**src/rtl/code_entry_fsm.sv**
```systemverilog
// Keypad code-lock: collects CODE_LEN debounced presses, compares them with the
// secret code, then opens, flags an error, or locks out after repeated failures.
module code_entry_fsm #(
    parameter int unsigned CODE_LEN       = 4,
    parameter int unsigned TIMEOUT_CYCLES = 500_000_000,
    parameter int unsigned OPEN_CYCLES    = 300_000_000,
    parameter int unsigned MAX_FAILS      = 3,
    parameter int unsigned LOCKOUT_CYCLES = 1_000_000_000
) (
    input  logic                  clk_in,
    input  logic                  reset_in,
    input  logic [3:0]            btn_pulse,
    input  logic [2*CODE_LEN-1:0] code_in,
    output logic                  unlocked,
    output logic                  error_pulse,
    output logic                  locked_out,
    output logic [2:0]            digit_count,
    output logic [1:0]            fail_count,
    output logic [2:0]            state
);

    typedef enum logic [2:0] {
        IDLE    = 3'd0,
        ENTRY   = 3'd1,
        CHECK   = 3'd2,
        OPEN    = 3'd3,
        FAIL    = 3'd4,
        LOCKOUT = 3'd5
    } state_t;

    state_t                st;
    logic [31:0]           timer;
    logic [2*CODE_LEN-1:0] digits;
    logic                  press_vld;
    logic [1:0]            press_digit;
    logic                  last_digit;

    assign state = st;

    // Multi-bit or empty pulses are not a press in any state.
    assign press_vld  = $onehot(btn_pulse);
    assign last_digit = (digit_count == 3'(CODE_LEN - 1));

    always_comb begin
        press_digit = 2'd0;
        case (btn_pulse)
            4'b0010: press_digit = 2'd1;
            4'b0100: press_digit = 2'd2;
            4'b1000: press_digit = 2'd3;
            default: press_digit = 2'd0;
        endcase
    end

    always_ff @(posedge clk_in or negedge reset_in) begin
        if (!reset_in) begin
            st          <= IDLE;
            timer       <= '0;
            digits      <= '0;
            digit_count <= '0;
            fail_count  <= '0;
            unlocked    <= 1'b0;
            error_pulse <= 1'b0;
            locked_out  <= 1'b0;
        end else begin
            error_pulse <= 1'b0;
            case (st)
                IDLE: begin
                    timer <= '0;
                    if (press_vld) begin
                        digits[1:0] <= press_digit;
                        digit_count <= 3'd1;
                        st          <= (CODE_LEN == 1) ? CHECK : ENTRY;
                    end
                end
                ENTRY: begin
                    // A press in the timeout cycle still counts.
                    if (press_vld) begin
                        for (int k = 0; k < CODE_LEN; k++)
                            if (digit_count == 3'(k))
                                digits[2*k +: 2] <= press_digit;
                        digit_count <= digit_count + 3'd1;
                        timer       <= '0;
                        if (last_digit) st <= CHECK;
                    end else if (timer == TIMEOUT_CYCLES - 1) begin
                        st          <= IDLE;
                        timer       <= '0;
                        digits      <= '0;
                        digit_count <= '0;
                    end else begin
                        timer <= timer + 32'd1;
                    end
                end
                CHECK: begin
                    timer       <= '0;
                    digit_count <= '0;
                    if (digits == code_in) begin
                        st         <= OPEN;
                        unlocked   <= 1'b1;
                        fail_count <= '0;
                    end else begin
                        st          <= FAIL;
                        error_pulse <= 1'b1;
                        if (fail_count != 2'd3) fail_count <= fail_count + 2'd1;
                    end
                end
                OPEN: begin
                    if (timer == OPEN_CYCLES - 1) begin
                        st       <= IDLE;
                        unlocked <= 1'b0;
                        timer    <= '0;
                        digits   <= '0;
                    end else begin
                        timer <= timer + 32'd1;
                    end
                end
                FAIL: begin
                    timer  <= '0;
                    digits <= '0;
                    if ({30'd0, fail_count} >= MAX_FAILS) begin
                        st         <= LOCKOUT;
                        locked_out <= 1'b1;
                    end else begin
                        st <= IDLE;
                    end
                end
                LOCKOUT: begin
                    if (timer == LOCKOUT_CYCLES - 1) begin
                        st         <= IDLE;
                        locked_out <= 1'b0;
                        fail_count <= '0;
                        timer      <= '0;
                        digits     <= '0;
                    end else begin
                        timer <= timer + 32'd1;
                    end
                end
                default: begin
                    st          <= IDLE;
                    timer       <= '0;
                    digits      <= '0;
                    digit_count <= '0;
                    unlocked    <= 1'b0;
                    locked_out  <= 1'b0;
                end
            endcase
        end
    end

endmodule
```
**config.mk**
```make
export PLATFORM = sky130hd
export DESIGN_NAME = code_entry_fsm
export DESIGN_NICKNAME = d
export VERILOG_FILES = /design/src/rtl/code_entry_fsm.sv
export SDC_FILE = /design/constraint.sdc
export NUM_CORES = 1
export LEC_CHECK = 0
export ABC_AREA = 0
export CAP_MARGIN = 20
export CORE_ASPECT_RATIO = 0.7
export CORE_UTILIZATION = 50
export CTS_BUF_LIST = sky130_fd_sc_hd__clkbuf_8
export CTS_CLUSTER_DIAMETER = 150
export DETAILED_ROUTE_END_ITERATION = 8
export GPL_ROUTABILITY_DRIVEN = 0
export GPL_TIMING_DRIVEN = 0
export PLACE_DENSITY = 0.7
export RECOVER_POWER = 50
export SLEW_MARGIN = 20
export SYNTH_ARGS = -nofsm -noshare
export SYNTH_HDL_FRONTEND = slang
export SYNTH_SLANG_ARGS = --single-unit
```
**constraint.sdc**
```tcl
create_clock -name clk_in -period 3.38 [get_ports clk_in]
set_input_delay 0.676 -clock clk_in [delete_from_list [all_inputs] [get_ports clk_in]]
set_output_delay 0.676 -clock clk_in [all_outputs]
set_load 0.03 [all_outputs]
```
==> summary.md, run 1 <==
### Setup path
• kind of cell with the highest combined delay on the critical path: adder cells
• Data required, critical path: 3580 ps
• type of element launching the critical path: input port
• worst setup path class: input port to flop
• Critical Path Fanout Max: 5
• CP Capture Type: flop
• slowest library cell on the worst path: fa_1
• max incr delay on CP: 540 ps
• Reg2Reg Setup Slack: 650 ps
• cell chain of the critical path: clkdlybuf4s50_1 > inv_1 > fa_1 > inv_1 > ha_1 > ha_4 > nor3b_4 > nor4_4 > nor4_2 > mux2_1
• Worst Path Arrival: 3490 ps
• WP buf/inv: 3
• library cell appearing most often on the critical path: inv_1

### Clock network
• number of sinks driven by the clock tree: 51
• clock latency at the later pin of the worst-skew pair: 300 ps
• Clock transition at path regs: 90 ps
• clock buffer count from CTS: 5
• H-tree Lvls: 2
• root buffer cell: clkbuf_8
• CTS tree: done
• maximum root-to-sink buffer count: 2

### Global routing
• global route overflow: 0
• via count of the first global-routing pass: 2097
• wire length of the first global-routing pass: 10600 µm
• maximum number of pins on one net before global-route repair: 52
• antenna violations before repair: 0
• Global Route Usage Sum: 22.4%

### Synthesis
• proportion of netlist area held by the largest area contributor: 43.2%
• Post-Synthesis Cells: 305
• Post-Synthesis Net Count: 331
• synthesized flop and latch total: 51
• synth unique cells: 45
• leading post-synthesis cells by cell area: dfrtp_1, xnor2_1, nor2_1
• Syn. warnings: 0
• average cell area after synthesis: 9.68 µm²
• Netlist Area Pre-Place: 2950 µm²
• cell accounting for the most synthesized area: dfrtp_1
• number of synthesized flops with an enable pin: 0
• async set or reset register ratio after synthesis: 100%
• Post-synth top cells: nor2_1, dfrtp_1, xnor2_1
• predominant post-synthesis flop cell: dfrtp_1
• dominant cell by count in the synthesized netlist: nor2_1
• sequential-to-total area share from yosys stat: 43.2%

### Floorplanning
• die area: 6220 µm²
• row count: 23
• die span in x: 93.8 µm
• height of the chip: 66.3 µm
• number of top-level pins: 25
• area of the core region: 5700 µm²
• Initial Util: 51.8%

### Route
• final routed wirelength across all metal layers: 6430 µm
• post-detailed-route via-to-cell ratio: 5.50
• post-route ant nets: 0
• DRC violation total after the first TritonRoute iteration: 122
• WL/cell: 15.6 µm
• Remaining DRCs: 0
• first-pass detailed-route iteration total: 4
• overall via count from detail_route: 2270

### Layout
• total non-filler cell area in the finished layout: 3470 µm²
• layout net count: 363
• fill count: 497
• antenna fix cells: 0
• fraction of layout instances using a drive strength above 1: 10.9%
• post-synthesis to final-layout area growth: 17.5%

### STA
• measured slew at the worst slew-check pin: 1280 ps
• share of the clock period used by the worst path: 97.3%
• clock period minus final worst setup slack: 3290 ps
• Slew Limit Headroom: 14.4%
• worst path setup slack after routing: 91.7 ps
• Final Hold Viols: 0
• Final Max Slew Viols: 0
• RSZ-0062 raised after global routing: yes
• smallest hold slack: 487 ps
• FMAX: 304 MHz
• worst clock skew: 7.53 ps
• Setup Viol. Count Final: 0

### Pwr
• maximum VDD drop: 0.236 mV
• cell area power density: 571 nW/µm²
• Lkg Pwr: 0.00142 µW

### Job
• number of max-capacitance violations reported: 0

### Place
• Placed Instance Area: 3280 µm²
• post-placement setup slack: -661 ps
• IO Port Bufs: 24
• Detail Placement HPWL: 4740 µm

### Run status
• run status: completed

### Worst hold path
• path type of the worst min-delay path: flop to flop

[placed cells by master, fill, tap and decap left out, drive strengths merged, types with 4 or more instances in the layout]
cell and n:
xor2 14, clkbuf 11, buf 5, clkdlybuf4s50 19, nor2 53, inv 17, xnor2 25, o21ai 9
nor3 10, nand3 14, nand2 18, nand4 11, ha 11, a21oi 8, nor4 10, a31oi 4
mux2 9, dfrtp 51
[logic make-up (layout without fill, tap and decap cells)]
kind of cell | after synthesis | in the layout | share of synthesized area (%)
DFF | 51 | 51 | 43.2
and+or+nand+nor | 137 | 137 | 25.6
buffers and inverters | 25 | 58 | 3.35
xor gates and xnor gates | 39 | 39 | 11.6
AOI/OAI and AO/OA | 31 | 31 | 7.16
adders and majority gates | 12 | 12 | 5.34
muxes | 10 | 10 | 3.77
[power breakdown]
part | total [µW] | switching (µW) | internal (µW)
logic | 801 | 496 | 305
registers | 739 | 59.9 | 679
clock network | 441 | 202 | 240
total | 1980 | 757 | 1220
[registers in the layout, indices dropped and copies added (netlist names)]
register,count
digit_count,3
digits,8
error_pulse,1
fail_count,2
locked_out,1
state,3
timer,32
unlocked,1
[per-layer routing]
layer,global-route usage (%),share of wire [%],vias up
met4,5.19,0.86,0
met3,3.79,4.3,6
met2,31.4,41,55
li1,-,-,1125
met5,0,0,-
met1,35.2,53,1084
[worst paths after layout]
| path | depth (start not counted) | endpoint | start |
|---|---|---|---|
| worst max register to register | 7 | digits[3]$_DFFE_PN0P_ | timer[0]$_DFF_PN0_ |
| worst min-delay path | 1 | timer[0]$_DFF_PN0_ | timer[0]$_DFF_PN0_ |
| max in group asynchronous | 1 | timer[1]$_DFF_PN0_ | reset_in |
| worst min register to register | 1 | timer[0]$_DFF_PN0_ | timer[0]$_DFF_PN0_ |
| worst max-delay path | 10 | digits[3]$_DFFE_PN0P_ | btn_pulse[0] |
| min in group asynchronous | 1 | digit_count[1]$_DFFE_PN0P_ | reset_in |
[worst register-to-register path: stages (launching register included)]
cell and delay [ps]:
dfrtp_1 390, ha_1 240, nand3_2 150, or3_4 420, nor4_2 470, nor4_4 150
nor4_2 450, mux2_1 360
[metrics by stage]
| step | std cells | TNS [ps] | utilization [%] | power [µW] |
|---|---|---|---|---|
| global placement | 404 | -16330 | 57.7 | 1490 |
| detailed placement | 404 | -18230 | 57.6 | 1500 |
| CTS | 412 | -0.351 | 60.0 | 1970 |
| finish | 413 | 0 | 60.8 | 1980 |
| global route | 413 | -30.4 | 60.8 | 2100 |
| floorplan | 305 | 0 | - | 1250 |
[cell type report]
| type | count | area [µm²] | share of cell area [%] |
|---|---|---|---|
| buffer | 8 | 35.0 | 1.01 |
| multi-input combinational | 229 | 1640 | 47.2 |
| sequential | 51 | 1280 | 36.8 |
| clock inverter | 2 | 35.0 | 1.01 |
| tap | 75 | 93.8 | 2.71 |
| clock buffer | 6 | 82.6 | 2.38 |
| inverter | 17 | 63.8 | 1.84 |
| timing repair buffer | 25 | 245 | 7.07 |
[repair_timing]
item                       4_1_cts  5_1_grt
buffers inserted                 0        1
hold buffers                     0        0
gates resized for setup          3        6
pin swaps                        1        3
setup endpoints to repair       38       38
Note: power is estimated with default switching activity, not from simulation.
==> run 2, diff against run 1 <==
CAP_MARGIN = 0   (was 20)
==> results of run 2 <==
The final DEF is identical to that of run 1; final timing and power are the same.
